`src/rtl/ifu_pkg.sv`:
```
// Shared constants for the instruction-fetch PC sequencer.
// Latency: n/a (definitions only).
// Backpressure: n/a (definitions only).
package ifu_pkg;

    // Fetch FSM encodings, kept as plain 2-bit constants for older consumers
    localparam logic [1:0] ST_BOOT = 2'd0;
    localparam logic [1:0] ST_REQ  = 2'd1;
    localparam logic [1:0] ST_WAIT = 2'd2;
    localparam logic [1:0] ST_EXEC = 2'd3;

    // First fetch address after reset
    localparam logic [31:0] DEFAULT_RESET_PC = 32'h8000_0000;

    // addi x0, x0, 0 -- harmless filler until the first real fetch lands
    localparam logic [31:0] NOP_INST = 32'h0000_0013;

    // Sequential fetch stride in bytes
    localparam int PC_STEP = 4;

endpackage

```
`src/rtl/ifu_next_pc.sv`:
```
// Next-PC select: trap redirect (ecall > mret) > taken branch > pc+4, word aligned.
// Latency: purely combinational, zero cycles.
// Backpressure: none; the caller decides when the result is consumed.
module ifu_next_pc
    import ifu_pkg::*;
#(
    parameter int XLEN = 32
) (
    input  logic [XLEN-1:0] pc,
    input  logic            br_taken,
    input  logic [XLEN-1:0] br_target,
    input  logic            jump_ecall,
    input  logic            jump_mret,
    input  logic [XLEN-1:0] trap_target,
    output logic [XLEN-1:0] next_pc
);

    logic [XLEN-1:0] sel_pc;
    logic [XLEN-1:0] seq_pc;

    // pc+4 wraps naturally at the top of the address space
    assign seq_pc = pc + XLEN'(PC_STEP);

    // Priority mux: either trap flavour beats a branch, both read the CSR data
    always_comb begin
        sel_pc = seq_pc;
        if (jump_ecall) begin
            sel_pc = trap_target;
        end else if (jump_mret) begin
            sel_pc = trap_target;
        end else if (br_taken) begin
            sel_pc = br_target;
        end
    end

    // Low two bits cleared so a misaligned CSR/branch value still fetches a word
    assign next_pc = sel_pc & ~XLEN'(3);

endmodule

```
`src/rtl/ifu_pc_seq.sv`:
```
// Multi-cycle fetch sequencer: PC register, imem request/response, inst hold, instret.
// Latency: 3 cycles per instruction minimum (REQ -> WAIT -> EXEC -> REQ).
// Backpressure: request held stable until imem_req_ready; WAIT/EXEC stall indefinitely.
module ifu_pc_seq
    import ifu_pkg::*;
#(
    parameter int              XLEN     = 32,
    parameter logic [XLEN-1:0] RESET_PC = XLEN'(DEFAULT_RESET_PC)
) (
    input  logic            clk,
    input  logic            rst,

    output logic            imem_req_valid,
    output logic [XLEN-1:0] imem_req_addr,
    input  logic            imem_req_ready,
    input  logic            imem_rsp_valid,
    input  logic [31:0]     imem_rsp_data,

    output logic [XLEN-1:0] pc,
    output logic [31:0]     inst,
    output logic            inst_valid,

    input  logic            exec_done,
    input  logic            br_taken,
    input  logic [XLEN-1:0] br_target,
    input  logic            jump_ecall,
    input  logic            jump_mret,
    input  logic [XLEN-1:0] trap_target,

    output logic [63:0]     instret
);

    logic [1:0]      state;
    logic [XLEN-1:0] next_pc;

    // Redirect inputs only matter on the commit cycle; the mux output is
    // ignored everywhere else, so it is fed unconditionally.
    ifu_next_pc #(
        .XLEN (XLEN)
    ) u_next_pc (
        .pc          (pc),
        .br_taken    (br_taken),
        .br_target   (br_target),
        .jump_ecall  (jump_ecall),
        .jump_mret   (jump_mret),
        .trap_target (trap_target),
        .next_pc     (next_pc)
    );

    // FSM plus PC/inst/instret registers; reset wins in every state
    always_ff @(posedge clk) begin
        if (rst) begin
            state   <= ST_BOOT;
            pc      <= RESET_PC;
            inst    <= NOP_INST;
            instret <= 64'd0;
        end else begin
            case (state)
                ST_BOOT: begin
                    state <= ST_REQ;
                end
                ST_REQ: begin
                    if (imem_req_ready) begin
                        state <= ST_WAIT;
                    end
                end
                ST_WAIT: begin
                    // Responses are only ever accepted here, so anything
                    // arriving in another state is simply dropped.
                    if (imem_rsp_valid) begin
                        inst  <= imem_rsp_data;
                        state <= ST_EXEC;
                    end
                end
                ST_EXEC: begin
                    if (exec_done) begin
                        pc      <= next_pc;
                        instret <= instret + 64'd1;
                        state   <= ST_REQ;
                    end
                end
                default: begin
                    state <= ST_BOOT;
                end
            endcase
        end
    end

    // Moore outputs: request side depends on state and pc only, never on imem_rsp_*
    assign imem_req_valid = (state == ST_REQ);
    assign imem_req_addr  = pc;
    assign inst_valid     = (state == ST_EXEC);

endmodule

```
`config.mk`:
```
export PLATFORM = sky130hd
export DESIGN_NAME = ifu_pc_seq
export DESIGN_NICKNAME = d
export VERILOG_FILES = /design/src/rtl/ifu_pkg.sv /design/src/rtl/ifu_next_pc.sv /design/src/rtl/ifu_pc_seq.sv
export SDC_FILE = /design/constraint.sdc
export NUM_CORES = 1
export LEC_CHECK = 0
export BUFFER_PORTS_ARGS = -buffer_cell sky130_fd_sc_hd__buf_2
export CORE_AREA = 5 5 145 133
export DETAILED_ROUTE_END_ITERATION = 6
export DIE_AREA = 0 0 150 138
export PLACE_DENSITY = 0.65
export SLEW_MARGIN = 10
export SYNTH_ARGS = -nofsm -noshare
export SYNTH_HDL_FRONTEND = slang
export SYNTH_SLANG_ARGS = --single-unit
```
`constraint.sdc`:
```
create_clock -name clk -period 4.1 [get_ports clk]
set_clock_uncertainty 0.2 [all_clocks]
set_input_delay 0.41 -clock clk [delete_from_list [all_inputs] [get_ports clk]]
set_output_delay 0.41 -clock clk [all_outputs]
set_load 0.02 [all_outputs]
```
Yosys cells after proc, flatten, opt, wreduce, memory -nomap -nowiden
Index checks and enable logic that the tools add are counted.
{ "totals": {"reg_bits": 128, "in_bits": 104, "word_cells": 23} }
{ "classes": {"addsub": 2, "eq_ne": 6, "mux": 7, "reduce_logical": 4} }
{ "op_table": {"columns": ["cell", "n"], "rows": [
  ["$mux W32", 3],
  ["$add A64 B1 Y64 const B", 1],
  ["$add A32 B3 Y32 const B", 1],
  ["$pmux W2 S4", 1],
  ["$mux W2", 3],
  ["$eq A2 B2 Y1 const B", 2],
  ["$ne A2 B1 Y1 const B", 2],
  ["$reduce_and A2 Y1", 2],
  ["$reduce_and A3 Y1", 1],
  ["$eq A2 B1 Y1 const B", 1],
  ["$logic_not A2 Y1", 1],
  ["$ne A2 B2 Y1 const B", 1]
]} }

Depth between registers and ports, before layout
Gate-level depths: netlist of the first run.
{ "logic_depth": {"depth_word": 4, "depth_mapped": 7, "ltp_nobuf": 6} }

Modules after synthesis
From an unflattened synthesis of the first run, not the netlist that was laid out.
{ "hier_totals": {"cells_unflattened": 888, "hier_area_um2": 6786.5} }
{ "by_module_without_submodules": {"columns": ["module", "n_inst", "cells_per_inst", "area_per_inst_um2", "seq_area_each_um2"], "rows": [
  ["ifu_pc_seq", 1, 685, 5586.6, 2602.5],
  ["ifu_next_pc", 1, 203, 1199.9, 0.0]
]} }

Least setup slack after synthesis of the first run
OpenSTA, ideal clock, no wires.
{ "synth_path": {"path_kind": "register to register", "startpoint": "reg state[0]", "endpoint": "reg instret[59]", "setup_ns": 0.071, "arrival_time_ns": 2.072, "slack_ns": 1.758, "stages_incl_launch_ff": 8, "path_buffers": 1, "synth_period_minus_slack_ns": 2.342, "path_cell_list": "dfxtp_1 > ha_1 > nand2_1 > clkbuf_1 > or2_2 > nor4_1 > nand4b_1 > a21oi_1"} }
{ "synth_via": {"elab_chain_cells": 2} }
{ "synth_rtl": {"columns": ["item", "line_no", "text"], "rows": [
  ["start: declaration", "ifu_pc_seq.sv:33", "logic [1:0] state;"],
  ["start signal: assignment", "ifu_pc_seq.sv:53", "state <= ST_BOOT;"],
  ["start signal: assignment", "ifu_pc_seq.sv:60", "state <= ST_REQ;"],
  ["start signal: assignment", "ifu_pc_seq.sv:64", "state <= ST_WAIT;"],
  ["$eq A2 B2 Y1", null, null],
  ["net inst_valid", "ifu_pc_seq.sv:21", "output logic inst_valid,"],
  ["$reduce_and A2 Y1 (no line)", null, null],
  ["end signal: assignment", "ifu_pc_seq.sv:78", "instret <= instret + 64'd1;"],
  ["end: declaration", "ifu_pc_seq.sv:30", "output logic [63:0] instret"]
]} }
The timed path passes the listed nets, and every way through them passes these cells.
A chain may end at the register's enable or synchronous reset.

Final worst setup path of the first run
{ "layout_path": {"startpoint": "reg state[0]", "endpoint": "reg instret[55]"} }
{ "layout_via": {"elab_chain_cells": 2} }
{ "layout_rtl": {"columns": ["item", "line_no", "text"], "rows": [
  ["$eq A2 B2 Y1", "ifu_pc_seq.sv:58", "case (state)"],
  ["$reduce_and A2 Y1 (no line)", null, null]
]} }
Every way passes these cells.

==> metrics.yaml, run 1 <==
status: "finished clean"
detail-route-antenna-nets: 0
cts_root_buffer: "clkbuf_16"
setup_viol: 0
synth_cells: 880
async_flop_share_pct: 0
wl_met3_mm: 1.86
area_growth_pct: 26.9
die_h_um: 138
period_share_pct: 70.2
synthFlopType: "dfxtp_1"
slew_headroom_pct: 26.1
synth.distinct_cells: 59
firstDrtPassIters: 5
post_cts_buffers: 0
cts_buffers: 17
rsz0062_at_grt: "no"
coreArea_mm2: 0.0175
path_class: "flip-flop to flip-flop"
grt_pass1_wl_mm: 34.4
postCtsResizedCells: 0
drc: 0
first_global_vias: 6615
cts_buffer_depth: 2
synthTopCellsByArea: "dfxtp_1, a21oi_1, nand2_1"
total_power_w: 0.00362
h-tree-depth: 4
ys_seq_area_share_pct: 37.3
layout_commonest_cell: "buf_2"
yosysTopAreaCellShare_pct: 37.3
synth_area_mm2: 0.00687
min_path_type: "input port to flip-flop"
worstMarginPinSlew_ns: 1.11
grt_usage_pct: 20.2
met1Wirelength_mm: 9.86
p_leak_nw: 3.61
start_kind: "flip-flop"
antenna_cells: 0
power_density_mw_per_mm2: 415
max_clock_freq_ghz: 0.347
finalWirelength_mm: 21.7
grt_overflow: 0
min_period_ns: 2.88
wl_met2_mm: 9.51
maxCapViolCount: 0
syn_avg_cell_area_um2: 7.81
dp_hpwl_mm: 15.6
drive_gt1_share_pct: 29.1
yosys.area.top_type: "dfxtp_1"
finalHoldViolations: 0
initial_core_util_pct: 39.3
report.final.slew_viol_count: 0
synth-edff-count: 0
rows: 46
finalSetupTns_ns: 0
crit_required_ns: 4.24
ioPinCount: 266
top_layer: "met4"
yosys_warnings: 0
worstPathMaxFanout: 17
insertion_delay_ns: 0.42
via_count: 7214
drtIter0Drc: 402
grt_max_degree: 79
final_cell_mix: "buf_2, nand2_1, dfxtp_1"
clkTransAtPathRegs_ns: 0.06
antenna_found_initial: 0
fp.dieW_um: 150
cts_tree: "done"
place_congestion: 0.802
ys_ff_latch: 128
end_kind: "flip-flop"
portBuffers: 257
detail_route.wl_per_cell_um: 16.2
nets: 1195
cts_sinks: 128
critical_path_arrival_ns: 3.02
dieArea_mm2: 0.0207
drt-vias-per-instance: 5.39
peakVddDrop_v: 0.000280
==> report_power, final <==
| group | internal (W) | total [W] | switching, W | leakage, nW |
|---|---|---|---|---|
| Combinational | 0.000205 | 0.000587 | 0.000381 | 2.27 |
| Sequential | 0.00132 | 0.00139 | 0.0000779 | 1.03 |
| Clock | 0.00105 | 0.00164 | 0.000583 | 0.307 |
| Total | 0.00258 | 0.00362 | 0.00104 | 3.61 |
==> worst paths after layout <==
kind / start / to / cells past startpoint / slack (ns)
setup / recovery: state[0]$_SDFFE_PP0P_ / instret[55]$_SDFFE_PP0P_ / 6 / 1.22
hold reg to reg: inst[5]$_SDFFE_PP0P_ / inst[5]$_SDFFE_PP0P_ / 2 / 0.25
setup reg to reg: state[0]$_SDFFE_PP0P_ / instret[55]$_SDFFE_PP0P_ / 6 / 1.22
hold / removal: imem_rsp_data[0] / inst[0]$_SDFFE_PP1P_ / 3 / 0.03
==> layer usage <==
metal	track usage (%)	vias up
li1	-	3556
met1	28.0	3354
met2	30.3	273
met3	5.92	31
met4	6.21	0
met5	0	-
==> logic make-up (layout without fill, tap and decap cells) <==
logic type,Yosys count,count (layout),synth area share (%)
mux,4,4,0.637
simple gates,399,399,30.6
fa+ha+maj,6,6,1.09
buf+inv,99,314,7.54
flops,128,128,37.3
other cells,1,4,0.0546
xor+xnor,38,38,4.84
compound gates,205,205,17.9
==> state kept, by name, summed over array words and instances, names as in the netlist <==
register and cells:
inst 32, instret 64, state 2, imem_req_addr 30
==> cell type report <==
cell class                      count  area, µm²
Clock inverter                     12        180
Clock buffer                       20        457
Timing Repair Buffer              265       1350
Tap cell                          240        300
Sequential cell                   128       2560
Multi-Input combinational cell    656       3800
Inverter                           17       63.8
Fill cell                        1762       8780
==> critical path, cell delays in order, from the launching register on <==
cell     delay (ns)
dfxtp_1        0.40
ha_1           0.27
nand2_1        0.11
nor2_2         0.40
nand3_1        0.61
or4_1          0.68
a21oi_1        0.14
==> Yosys cell counts (all sizes together), types with 17 or more instances <==
cell,count
nand3,48
clkbuf,38
buf,44
a21oi,103
nand4,40
or3,22
xor2,22
o21ai,33
dfxtp,128
nor2,66
inv,17
nand2,128
==> through the flow <==
stage                     instance area [µm²]  util, %  cells  hold WS (ns)  worst slack, ns
after floorplan                          6880        -    883         0.310             1.76
after global placement                   8060     46.1   1304         0.238             1.27
after detailed placement                 8060     46.1   1304         0.243             1.24
after CTS                                8720     49.8   1338       0.00716             1.23
after global routing                     8720     49.8   1338        0.0201            0.955
final                                    8720     49.8   1338        0.0257             1.22
==> timing repair <==
action | 4_1_cts | 5_1_grt
hold buffers | 2 | 0
setup endpoints to repair | 0 | 0
endpoints found under the hold margin | 2 | 0
Power figures use the tool's default switching activity.
==> run 2: changes to the inputs <==
Settings changed: ABC_AREA set to 1, CORE_AREA 5 5 145 133 to 5 5 152 139, DIE_AREA 0 0 150 138 to 0 0 157 144, PLACE_DENSITY 0.65 to 0.66.
Clock period 4.1 ns to 2.5 ns, I/O delays scaled along.
==> metrics.yaml, run 2 <==
finish.utilization_pct: 52.6
grt_overflow: 0
report.final.slew_viol_count: 0
coreArea_mm2: 0.0196
finalHoldViolations: 0
max_clock_freq_ghz: 0.440
worst_slack_ns: 0.229
start_kind: "flip-flop"
worstMarginPinSlew_ns: 0.888
rr_startpoint: "state[0]$_SDFFE_PP0P_"
drtIter0Drc: 516
h-tree-depth: 4
path_class: "flip-flop to flip-flop"
dp_hpwl_mm: 19.1
first_global_vias: 8102
grt_max_degree: 55
postCtsResizedCells: 0
synth-edff-count: 0
largest_reg_flops: 64
rr_worst_depth: 7
slew_headroom_pct: 40.7
detail_route.wl_per_cell_um: 15.0
setup_viol: 0
cts_buffer_depth: 2
cts_sinks: 128
grt_pass1_wl_mm: 41.8
min_period_ns: 2.27
detail-route-antenna-nets: 0
hold_path_startpoint: "br_target[13]"
antenna_found_initial: 0
r2r_slack_ns: 0.23
ioPinCount: 266
drt-vias-per-instance: 4.98
area_growth_pct: 34.8
drc: 0
clkTransAtPathRegs_ns: 0.06
period_share_pct: 90.8
initial_core_util_pct: 39.0
rows: 49
synthTopCellsByArea: "dfxtp_1, nor2_1, nand2_1"
final_cell_mix: "nor2_1, nand2_1, buf_2"
portBuffers: 257
cts_tree: "done"
finalSetupTns_ns: 0
cts_root_buffer: "clkbuf_16"
nets: 1609
ys_seq_area_share_pct: 33.6
syn_avg_cell_area_um2: 6.31
grt_usage_pct: 23.1
end_kind: "flip-flop"
cts_buffers: 17
synth.top_cells.by_count: "nor2_1, nand2_1, dfxtp_1"
top_register: "instret"
worstReg2RegEnd: "imem_req_addr[6]$_SDFFE_PP0P_"
crit_start: "state[0]$_SDFFE_PP0P_"
dp_slack_ns: 0.248
whs_ns: 0.0190
worstHoldEndpoint: "imem_req_addr[13]$_SDFFE_PP0P_"
critical_path_arrival_ns: 2.38
power_density_mw_per_mm2: 623
peakVddDrop_v: 0.000448
finalWirelength_mm: 26.4
via_count: 8806
synth_cells: 1208
crit_required_ns: 2.60
min_path_type: "input port to flip-flop"
synth.most_common_cell: "nor2_1"
ys_ff_latch: 128
worstPathMaxFanout: 38
synth_area_mm2: 0.00763
status: "finished clean"
p_leak_nw: 4.55
hold_depth: 5
antenna_cells: 0
synth.distinct_cells: 44
layout_commonest_cell: "nor2_1"
yosys.area.top_type: "dfxtp_1"
async_flop_share_pct: 0
synthFlopType: "dfxtp_1"
rsz0062_at_grt: "no"
yosys_warnings: 0
firstDrtPassIters: 5
dieArea_mm2: 0.0226
place_congestion: 0.951
fp.dieW_um: 157
insertion_delay_ns: 0.42
drive_gt1_share_pct: 22.6
yosysTopAreaCellShare_pct: 33.6
maxCapViolCount: 0
die_h_um: 144
## run 2: kinds of logic after synthesis
group           Yosys count  share of synthesized area [%]
other cells               1                         0.0492
simple gates            689                           38.8
buf+inv                 165                           9.86
flops                   128                           33.6
compound gates          188                           13.2
xor+xnor                 31                           3.56
fa+ha+maj                 6                          0.984
## run 2: critical path: stages (launching register included)
cell	delay [ns]
dfxtp_1	0.34
ha_1	0.25
nand2_1	0.10
buf_4	0.42
inv_1	0.30
buf_4	0.29
o21ai_0	0.17
a21oi_1	0.06
## run 2: power by group
group          total [W]  switching, W  internal (W)
clock network    0.00270       0.00101       0.00169
logic            0.00131      0.000820      0.000494
registers        0.00239      0.000175       0.00222
## run 2: metal layers
metal  GRT usage, %  part of all wire (%)  vias to the layer above
met3           3.98                   6.6                       51
met5              0                     0                        -
met4           8.26                   2.7                        0
li1               -                     -                     4439
met1           29.5                    43                     3990
met2           39.4                    47                      326
## run 2: cell type report
cell class | instances | area (µm²)
inverter | 93 | 349
clock buffer | 18 | 429
clock inverter | 14 | 201
sequential | 128 | 2560
timing repair buffer | 341 | 2090
multi-input combinational | 918 | 4320
fill | 1979 | 9280
tap | 255 | 319
## run 2: worst max-delay path by stage
stage	to	slack, ns	cells past startpoint
2_1_floorplan	instret[61]$_SDFFE_PP0P_	0.45	12
3_3_place_gp	imem_req_addr[8]$_SDFFE_PP0P_	0.28	7
3_5_place_dp	imem_req_addr[5]$_SDFFE_PP0P_	0.25	7
4_1_cts	imem_req_addr[21]$_SDFFE_PP0P_	0.23	7
5_1_grt	imem_req_addr[12]$_SDFFE_PP0P_	0.03	7
6_report	imem_req_addr[6]$_SDFFE_PP0P_	0.23	7
## run 2: what timing repair did
action                    4_1_cts  5_1_grt
hold endpoints to repair       63        0
setup buffers                   0        0
hold buffers                   71        0
## run 2: through the flow
| stage | instance area, µm² | std cells | total power [W] |
|---|---|---|---|
| 2_1_floorplan | 7640 | 1211 | 0.00326 |
| 3_3_place_gp | 8940 | 1664 | 0.00364 |
| 3_5_place_dp | 8940 | 1664 | 0.00366 |
| 4_1_cts | 10300 | 1767 | 0.00645 |
| 5_1_grt | 10300 | 1767 | 0.00670 |
| 6_report | 10300 | 1767 | 0.00640 |
